## src/rtl/demux_seq_ctrl.sv

```systemverilog
// Sequencer for a 1:8 demux: drives select `s` and data `a` with a start/busy/done
// handshake, sweeping all channels or pulsing one, with break-before-make gaps.
module demux_seq_ctrl #(
  parameter int SEL_W   = 3,
  parameter int DWELL_W = 8
) (
  input  logic               clk,
  input  logic               rst,
  input  logic               start,
  input  logic               mode,
  input  logic [SEL_W-1:0]   ch_in,
  input  logic [DWELL_W-1:0] dwell,
  input  logic               a_in,
  input  logic               abort,
  output logic [SEL_W-1:0]   s,
  output logic               a,
  output logic               active,
  output logic               busy,
  output logic               done,
  output logic               aborted
);

  // state | meaning
  // IDLE  | waiting for start; a low, s holds last channel
  // DRIVE | a driven with latched data for dwell cycles
  // GAP   | one cycle a low before s advances
  // DONE  | one-cycle done pulse, then back to IDLE
  typedef enum logic [1:0] {
    IDLE  = 2'd0,
    DRIVE = 2'd1,
    GAP   = 2'd2,
    DONE  = 2'd3
  } state_t;

  localparam logic [SEL_W-1:0] LAST_CH = '1;

  state_t             state_q, state_d;
  logic [SEL_W-1:0]   s_q, s_d;
  logic               a_q, a_d;
  logic               active_q, active_d;
  logic               busy_q, busy_d;
  logic               done_q, done_d;
  logic               aborted_q, aborted_d;
  logic [DWELL_W-1:0] cnt_q, cnt_d;
  logic [DWELL_W-1:0] dwell_q, dwell_d;
  logic               mode_q, mode_d;
  logic               ain_q, ain_d;
  logic [DWELL_W-1:0] dwell_eff;

  assign dwell_eff = (dwell == '0) ? DWELL_W'(1) : dwell;

  always_ff @(posedge clk or posedge rst) begin
    if (rst) begin
      state_q   <= IDLE;
      s_q       <= '0;
      a_q       <= 1'b0;
      active_q  <= 1'b0;
      busy_q    <= 1'b0;
      done_q    <= 1'b0;
      aborted_q <= 1'b0;
      cnt_q     <= '0;
      dwell_q   <= '0;
      mode_q    <= 1'b0;
      ain_q     <= 1'b0;
    end else begin
      state_q   <= state_d;
      s_q       <= s_d;
      a_q       <= a_d;
      active_q  <= active_d;
      busy_q    <= busy_d;
      done_q    <= done_d;
      aborted_q <= aborted_d;
      cnt_q     <= cnt_d;
      dwell_q   <= dwell_d;
      mode_q    <= mode_d;
      ain_q     <= ain_d;
    end
  end

  // Outputs are computed for the state being entered, so every output is a flop.
  always_comb begin
    state_d   = state_q;
    s_d       = s_q;
    a_d       = 1'b0;
    active_d  = 1'b0;
    busy_d    = 1'b0;
    done_d    = 1'b0;
    aborted_d = aborted_q;
    cnt_d     = cnt_q;
    dwell_d   = dwell_q;
    mode_d    = mode_q;
    ain_d     = ain_q;

    case (state_q)
      IDLE: begin
        if (start) begin
          state_d   = DRIVE;
          mode_d    = mode;
          ain_d     = a_in;
          dwell_d   = dwell_eff;
          s_d       = mode ? ch_in : '0;
          a_d       = a_in;
          active_d  = 1'b1;
          busy_d    = 1'b1;
          cnt_d     = dwell_eff - 1'b1;
          aborted_d = 1'b0;
        end
      end
      DRIVE: begin
        if (abort) begin
          state_d   = DONE;
          done_d    = 1'b1;
          aborted_d = 1'b1;
        end else if (cnt_q == '0) begin
          if (mode_q || (s_q == LAST_CH)) begin
            state_d = DONE;
            done_d  = 1'b1;
          end else begin
            state_d = GAP;
            busy_d  = 1'b1;
          end
        end else begin
          cnt_d    = cnt_q - 1'b1;
          a_d      = ain_q;
          active_d = 1'b1;
          busy_d   = 1'b1;
        end
      end
      GAP: begin
        if (abort) begin
          state_d   = DONE;
          done_d    = 1'b1;
          aborted_d = 1'b1;
        end else begin
          state_d  = DRIVE;
          s_d      = s_q + 1'b1;
          cnt_d    = dwell_q - 1'b1;
          a_d      = ain_q;
          active_d = 1'b1;
          busy_d   = 1'b1;
        end
      end
      DONE: begin
        state_d = IDLE;
      end
      default: begin
        state_d = IDLE;
      end
    endcase
  end

  assign s       = s_q;
  assign a       = a_q;
  assign active  = active_q;
  assign busy    = busy_q;
  assign done    = done_q;
  assign aborted = aborted_q;

endmodule

```

## config.mk

```make
export PLATFORM = sky130hd
export DESIGN_NAME = demux_seq_ctrl
export DESIGN_NICKNAME = d
export VERILOG_FILES = /design/src/rtl/demux_seq_ctrl.sv
export SDC_FILE = /design/constraint.sdc
export NUM_CORES = 1
export LEC_CHECK = 0
export ABC_AREA = 1
export BUFFER_PORTS_ARGS = -buffer_cell sky130_fd_sc_hd__buf_4
export CAP_MARGIN = 40
export CORE_MARGIN = 2
export CORE_UTILIZATION = 40
export CTS_BUF_LIST = sky130_fd_sc_hd__clkbuf_4 sky130_fd_sc_hd__clkbuf_8
export DETAILED_ROUTE_END_ITERATION = 10
export GPL_TIMING_DRIVEN = 0
export HOLD_SLACK_MARGIN = 0.06
export SLEW_MARGIN = 40
export SYNTH_ARGS = -nofsm -noshare
export SYNTH_HDL_FRONTEND = slang
export SYNTH_SLANG_ARGS = --single-unit
```

## constraint.sdc

```tcl
create_clock -name clk -period 3 [get_ports clk]
set_input_delay 0.45 -clock clk [delete_from_list [all_inputs] [get_ports clk]]
set_output_delay 0.45 -clock clk [all_outputs]
set_load 0.01 [all_outputs]
```

---- After elaboration in Yosys (flattened, before gate mapping) ----
Index checks and enable logic that the tools add are counted.
cells by class
  equal/unequal tests ..................... 10
  reductions and logical operators ........ 13
  add/sub/neg operators ................... 4
  muxes and demuxes ....................... 38
operators with widths
  cell                 count
  $mux 8               5
  $pmux 8 s3           1
  $sub 8x1->8 const B  3
  $mux 1               18
  $logic_not 8->1      2
  $mux 3               3
  $pmux 1 s3           3
  $mux 2               4
  $ne 2x2->1 const B   4
  $pmux 2 s4           1
  $pmux 3 s2           1
  $reduce_and 3->1     2
  $reduce_and 5->1     1
  $eq 2x2->1 const B   2
  $pmux 1 s2           2
  $reduce_and 2->1     2
  $reduce_bool 2->1    2
  $add 3x1->3 const B  1
  $eq 3x3->1 const B   1
  $ne 3x3->1 const B   1
  $reduce_bool 3->1    1
  $eq 2x1->1 const B   1
  $logic_not 2->1      1
  $ne 2x1->1 const B   1
  2 further kinds      2
word-level totals
  output and inout port bits .............. 8
  flip-flop bits (word level) ............. 28
  logic and storage cells ................. 76
  bits of input ports ..................... 17

---- Longest topological paths before layout ----
Gate-level depths: netlist of the first run.
  depth after elaboration ................. 6
  depth in mapped cells ................... 13
  depth with buffers taken out ............ 13

---- Worst setup path before layout of the first run ----
No wires, ideal clock.
  path type ............................... register -> register
  from .................................... reg state_q[0]
  to ...................................... reg cnt_q[6]
  library setup time ...................... 117 ps
  slack ................................... 1133 ps
  buffers on the path ..................... 1
  clock period less this slack ............ 1867 ps
  data arrival time ....................... 1750 ps
  required time ........................... 2883 ps
  cell stages (with the launch flop) ...... 13
  cell sequence ........................... dfrtp_1 > inv_1 > ha_1 > buf_6 > inv_6 > nand3_1 > nand2_2 > ha_1 > nand2_2 > nor2_2 > nand4_1 > nand3_1 > nand2_1
between the ends
  word-level cells in the longest chain between the ends .. 3
  elaborated cells between the ends (all ways) .. 10
  those cells by class .................... eq/ne: 6; mux: 1; reduce/logical: 3
RTL lines
  element                                                    RTL line  source
  from (decl)                                                37        state_t state_q, state_d;
  from (signal assigned)                                     66        state_q <= state_d;
  $eq 2x1->1, or another cell as far along                   94        case (state_q)
  $ne 2x2->1 (no line) or $reduce_bool 3->1 (tied branches)  -
  $reduce_and 5->1 (no line)                                 -
  to (signal assigned)                                       73        cnt_q <= cnt_d;
  to (decl)                                                  44        logic [DWELL_W-1:0] cnt_q, cnt_d;
Several ways; a longest one is shown, not always the timed one.
A chain may end at the register's enable or synchronous reset.

---- Worst setup path in the final report of the first run ----
Same ends and word-level chain as after synthesis.

==> impl_metrics.ini, run 1 <==
[sta]
drv_slew = 0
setup_violations = 0
rsz0062_at_grt = false
worst_clock_skew_ns = 0.005957
fin_crit_sh_pct = 71.95
final_hold_viol_count = 0
setup_tns_ns = 0
relSlewSlack_pct = 59.81
max_freq_ghz = 0.4633
period_needed_ns = 2.158
fin_hold_ws_ns = 0.2260
worst_slew_pin_slew_ns = 0.6020

[setup_path]
cp_max_fo = 10
startpoint_type = flop
crit_slowest_cell = dfrtp_1
cp_top_family = simple AND/OR/NAND/NOR gates
critPathCaptureType = flop
r2r-end = cnt_q[6]$_DFFE_PP0P_
crit_arrival_ns = 2.34
reg2reg_depth = 12
max_stage_delay_ns = 0.44
cp_num_buf_inv = 3
reg2reg_slack_ns = 0.84
worstPathCellList = inv_1, ha_1, buf_6, inv_6, nand3_1, nand2_2, ha_1, nand2_2, nor2_2, nand4_1, nand3_1, nand2_1
critPathKind = flop to flop
critPathRequiredTime_ns = 3.18
rr_startpoint = state_q[0]$_DFFE_PP0P_

[global_routing]
grt_pass1_wl_um = 6810
grt_overflow = 0
grt_max_degree = 29
grt_use_total_pct = 17.24
grt_antenna_before_repair = 0
grt_pass1_vias = 1462

[synthesis]
synth_nets = 251
synth_edf_count = 0
ys_warn_count = 0
async_reset_ff_share_pct = 100.0
avgSynthCellArea_um2 = 7.579
synth.distinct_cells = 28
syn_area_mm2 = 0.001713
ys.flop_type = dfrtp_1
synth.ff_latch_count = 28
syn_inst = 226
yosysSeqAreaShare_pct = 40.91

[cts]
cts_resized = 0
insertion_delay_ns = 0.29
cts_max_path_buffers = 2
path_clk_slew_ns = 0.10
postCtsSetupRepairBufs = 0
hold_buffers = 0
cts.sinks = 28
h-tree-depth = 1
tritoncts = done
root_buffer = clkbuf_8
cts_made_buffers = 3

[final_layout]
areaGrowthSynthToFinish_pct = 17.39
final_core_util_pct = 49.55
final_cell_mix = nand2_1 (81), dfrtp_1 (28), buf_4 (24), inv_1 (21), nand3_1 (16)
finalNonFillerCells = 304
n_antenna_cell = 0
nets = 280
layout_commonest_cell = nand2_1
drive_above_1_share_pct = 21.26
fin_area_mm2 = 0.002011
fillCellCount = 435

[status]
status = finished clean

[detailed_routing]
vias = 1495
via_per_inst = 4.918
drc = 0
ant_nets = 0
routedWlPerCell_um = 12.11
dr.pass1.iters = 4
routed_wl_um = 3681
first_iter_violations = 93

[floorplan]
dieArea_mm2 = 0.004822
die_y_um = 69.44
rows = 23
initial_core_util_pct = 42.21
ios = 25
core_area_mm2 = 0.004058
die_width_um = 69.44

[hold_path]
hold_class = primary input to async pin

[placed_design]
post-place-cells = 300
gp_congestion = 0.7991
dp_hpwl_um = 2822
port_buffers = 24
dpl_cell_area_mm2 = 0.001956

[pwr]
power.density_mw_per_mm2 = 1273
ir_drop_v = 0.0003837
p_leak_nw = 1.048

[job]
maxCapViolations = 0
[cell usage after synthesis, types with 2 or more instances]
cell type,n,area share [%]
nand2_2,7,2.6
ha_1,8,5.8
a21oi_1,3,0.88
inv_1,22,4.8
o21a_1,4,1.8
nor2_1,12,2.6
o21ai_1,3,0.88
o21ai_4,2,1.9
nor2_2,7,2.6
nand2_1,81,18
nor3_1,2,0.58
nand4_1,2,0.73
nand3_1,16,4.7
o21ai_0,13,3.8
nand3_2,2,1.2
buf_6,3,2.0
dfrtp_1,28,41
[logic make-up after synthesis]
family          count (synthesis)  share of synthesized area (%)
buf+inv                        29                          8.108
fa+ha+maj                       8                          5.844
simple gates                  131                          33.67
flops                          28                          40.91
compound gates                 30                          11.47
[through the flow]
| stage | power (mW) | worst slack [ns] |
|---|---|---|
| global placement | 2.315 | 0.8660 |
| finish | 2.560 | 0.8416 |
| global route | 2.848 | 0.6390 |
| floorplan | 1.957 | 1.133 |
| CTS | 2.579 | 0.8467 |
| detailed placement | 2.321 | 0.8847 |
[routing by layer]
metal | up-vias | wire length, um | track usage [%] | share of wire (%)
li1 | 775 | - | - | -
met1 | 690 | 1912 | 25.07 | 52
met2 | 25 | 1587 | 26.28 | 43
met3 | 5 | 116 | 2.035 | 3.2
met4 | 0 | 64 | 6.536 | 1.7
met5 | - | 0 | 0 | 0
[worst max-delay path by stage]
stage | from | end | slack (ns) | depth (start not counted)
floorplan | state_q[0]$_DFFE_PP0P_ | cnt_q[6]$_DFFE_PP0P_ | 1.13 | 12
global placement | state_q[0]$_DFFE_PP0P_ | cnt_q[6]$_DFFE_PP0P_ | 0.87 | 12
detailed placement | state_q[0]$_DFFE_PP0P_ | cnt_q[6]$_DFFE_PP0P_ | 0.88 | 12
CTS | state_q[0]$_DFFE_PP0P_ | cnt_q[6]$_DFFE_PP0P_ | 0.85 | 12
global route | state_q[1]$_DFFE_PP0P_ | cnt_q[6]$_DFFE_PP0P_ | 0.64 | 12
finish | state_q[0]$_DFFE_PP0P_ | cnt_q[6]$_DFFE_PP0P_ | 0.84 | 12
[flip-flops by register name, indices dropped and copies added (netlist names), 2 cells and up]
| name | cells |
|---|---|
| cnt_q | 8 |
| dwell_q | 8 |
| s | 3 |
| state_q | 2 |
[final cells by class]
cell class | count | area (um^2) | area share, %
Sequential cell | 28 | 700.7 | 34.85
Multi-Input combinational cell | 169 | 873.3 | 43.43
Inverter | 25 | 101.3 | 5.040
Clock buffer | 4 | 55.05 | 2.738
Buffer | 4 | 37.54 | 1.867
Timing Repair Buffer | 24 | 180.2 | 8.961
Tap cell | 50 | 62.56 | 3.111
[worst register-to-register path, stage by stage, from the launching register on]
cell     delay [ns]
dfrtp_1        0.44
inv_1          0.11
ha_1           0.32
buf_6          0.15
inv_6          0.10
nand3_1        0.12
nand2_2        0.15
ha_1           0.22
nand2_2        0.09
nor2_2         0.14
nand4_1        0.10
nand3_1        0.08
nand2_1        0.05
[power breakdown]
group / switching [mW] / leakage [nW] / internal [mW]
Clock: 0.129 / 0.0288 / 0.118
Combinational: 0.995 / 0.678 / 0.631
Sequential: 0.120 / 0.341 / 0.568
Total: 1.24 / 1.05 / 1.32
Power figures use the tool's default switching activity.
==> inputs of run 2 (changes only) <==
==> constraint.sdc (replaced) <==
create_clock -name clk -period 1.85 [get_ports clk]
set_input_delay 0.2775 -clock clk [delete_from_list [all_inputs] [get_ports clk]]
set_output_delay 0.2775 -clock clk [all_outputs]
set_load 0.01 [all_outputs]
==> run 2 against run 1 <==
  * The run now ends with negative setup slack left
  * Fmax grew 12%
  * Die area is the same
  * Critical path depth is the same
  * Count of clock-buffer cells in the layout shrank 1
  * Cell area grew 16%
  * Routed wire length grew 16%
  * Non-clock buffer count grew 19
  * Setup slack lost 0.92 ns
  * Combinational power grew 130%
  * Flip-flop and latch count is the same
  * Via count grew 7.0%
  * Worst hold slack lost 0.17 ns
==> impl_metrics.ini, run 2 (synthesized netlist as in run 1, its figures left out) <==
[setup_path]
crit_arrival_ns = 2.16
cp_max_fo = 6
reg2reg_slack_ns = -0.08
critPathRequiredTime_ns = 2.08
startpoint_type = flop
critPathKind = flop to flop
critPathCaptureType = flop

[sta]
final_hold_viol_count = 0
setup_tns_ns = -0.1877
worst_slew_pin_slew_ns = 0.6244
max_freq_ghz = 0.5185
relSlewSlack_pct = 58.31
rsz0062_at_grt = true
worst_clock_skew_ns = 0.005799
drv_slew = 0
period_needed_ns = 1.929
fin_crit_sh_pct = 104.3
setup_violations = 4
setup_slack_ns = -0.07879

[final_layout]
layout_commonest_cell = nand2_1
areaGrowthSynthToFinish_pct = 35.65
final_cell_mix = nand2_1 (71), buf_4 (42), dfrtp_1 (28), inv_1 (19), nand2_2 (14)
nets = 300
n_antenna_cell = 0
drive_above_1_share_pct = 34.67
fillCellCount = 373

[detailed_routing]
drc = 0
ant_nets = 0
via_per_inst = 4.935
vias = 1599
routed_wl_um = 4286
dr.pass1.iters = 5
first_iter_violations = 67
routedWlPerCell_um = 13.23

[cts]
path_clk_slew_ns = 0.11
h-tree-depth = 1
tritoncts = done
cts_max_path_buffers = 2
hold_buffers = 0
root_buffer = clkbuf_8
cts_made_buffers = 3
cts.sinks = 28
insertion_delay_ns = 0.29

[job]
maxCapViolations = 0

[pwr]
p_leak_nw = 1.188
total_power_mw = 5.363
pwr-share-comb_pct = 69.5
switching_share_pct = 46.46
p_int_mw = 2.871
seq_power_share_pct = 21.1
p_clk_share_pct = 9.4
ir_drop_v = 0.0007956
switching_power_mw = 2.492
power.density_mw_per_mm2 = 2308

[floorplan]
dieArea_mm2 = 0.004822
die_width_um = 69.44
ios = 25
core_area_mm2 = 0.004058
die_y_um = 69.44
rows = 23
initial_core_util_pct = 42.21

[global_routing]
grt_max_degree = 29
grt_overflow = 0
grt_pass1_wl_um = 7044
grt_pass1_vias = 1511
grt_use_total_pct = 17.71
grt_antenna_before_repair = 0

[status]
failed_checks = negative setup slack
status = finished with violations

[placed_design]
dp_hpwl_um = 2863
gp_congestion = 0.8277
port_buffers = 24

[hold_path]
hold_class = primary input to async pin
[run 2: cell types whose count changed in the layout (fill, tap and decap cells not counted), sizes merged]
cell,before,now
buf,27,46
bufinv,0,1
clkbuf,5,4
clkinv,1,0
inv,24,26
[run 2: worst max-delay path, stage by stage (launching register included)]
cell	delay, ns
dfrtp_1	0.44
inv_2	0.14
buf_12	0.11
ha_4	0.15
buf_8	0.13
nand2_4	0.05
nand3_2	0.08
nand2_4	0.06
ha_4	0.17
buf_4	0.13
or2_1	0.23
nand3_2	0.07
o21a_1	0.11
[run 2: final timing paths]
kind	from	to	cells after the start
setup / recovery	state_q[0]$_DFFE_PP0P_	cnt_q[2]$_DFFE_PP0P_	12
hold / removal	rst	s[2]$_DFFE_PP0P_	2
setup reg to reg	state_q[0]$_DFFE_PP0P_	cnt_q[2]$_DFFE_PP0P_	12
hold reg to reg	mode_q$_DFFE_PP0P_	mode_q$_DFFE_PP0P_	2
max in group asynchronous	rst	dwell_q[4]$_DFFE_PP0P_	2
min in group clk	a_in	ain_q$_DFFE_PP0P_	3
[run 2: timing repair]
action                     CTS  global route
cloned                       1             0
buffers inserted             6            14
pin swaps                    3            20
gates resized for setup     12            20
setup endpoints to repair    6             6
[run 2: cell type report]
cell class,count,area (um^2),area share [%]
multi-input cells,169,999.7,43.03
flip-flops and latches,28,700.7,30.16
repair buffers,44,346.6,14.92
inverters,25,103.9,4.470
well taps,50,62.56,2.693
clock buffers,3,41.29,1.777
clock inverters,1,30.03,1.292
plain buffers,3,30.03,1.292
repair inverters,1,8.758,0.3770
[run 2: power by group through the flow]
stage               combinational, mW  sequential, mW  clock, mW
finish                           3.73            1.13      0.505
global route                     4.15            1.16      0.538
CTS                              3.09            1.12      0.510
detailed placement               2.73            1.14          0
global placement                 2.71            1.13          0
floorplan                        2.10            1.12          0
[run 2: layer usage]
metal  up-vias  GRT usage [%]  routed length [um]
met5         -              0                   0
met4         0          5.011                  38
met3         4          1.890                 202
met2        45          27.67                2005
met1       738          25.99                2039
li1        812              -                   -
[run 2: through the flow]
step | worst slack [ns] | util, % | hold slack [ns] | instances | instance area [um^2]
after floorplan | 0.01514 | - | 0.3429 | 226 | 1725
after global placement | -0.2114 | 48.50 | 0.4676 | 300 | 1968
after detailed placement | -0.2535 | 48.50 | 0.4039 | 300 | 1968
after CTS | 0.004493 | 52.70 | 0.08757 | 311 | 2138
after global routing | -0.1821 | 57.26 | 0.1188 | 324 | 2323
final | -0.07879 | 57.26 | 0.06044 | 324 | 2323
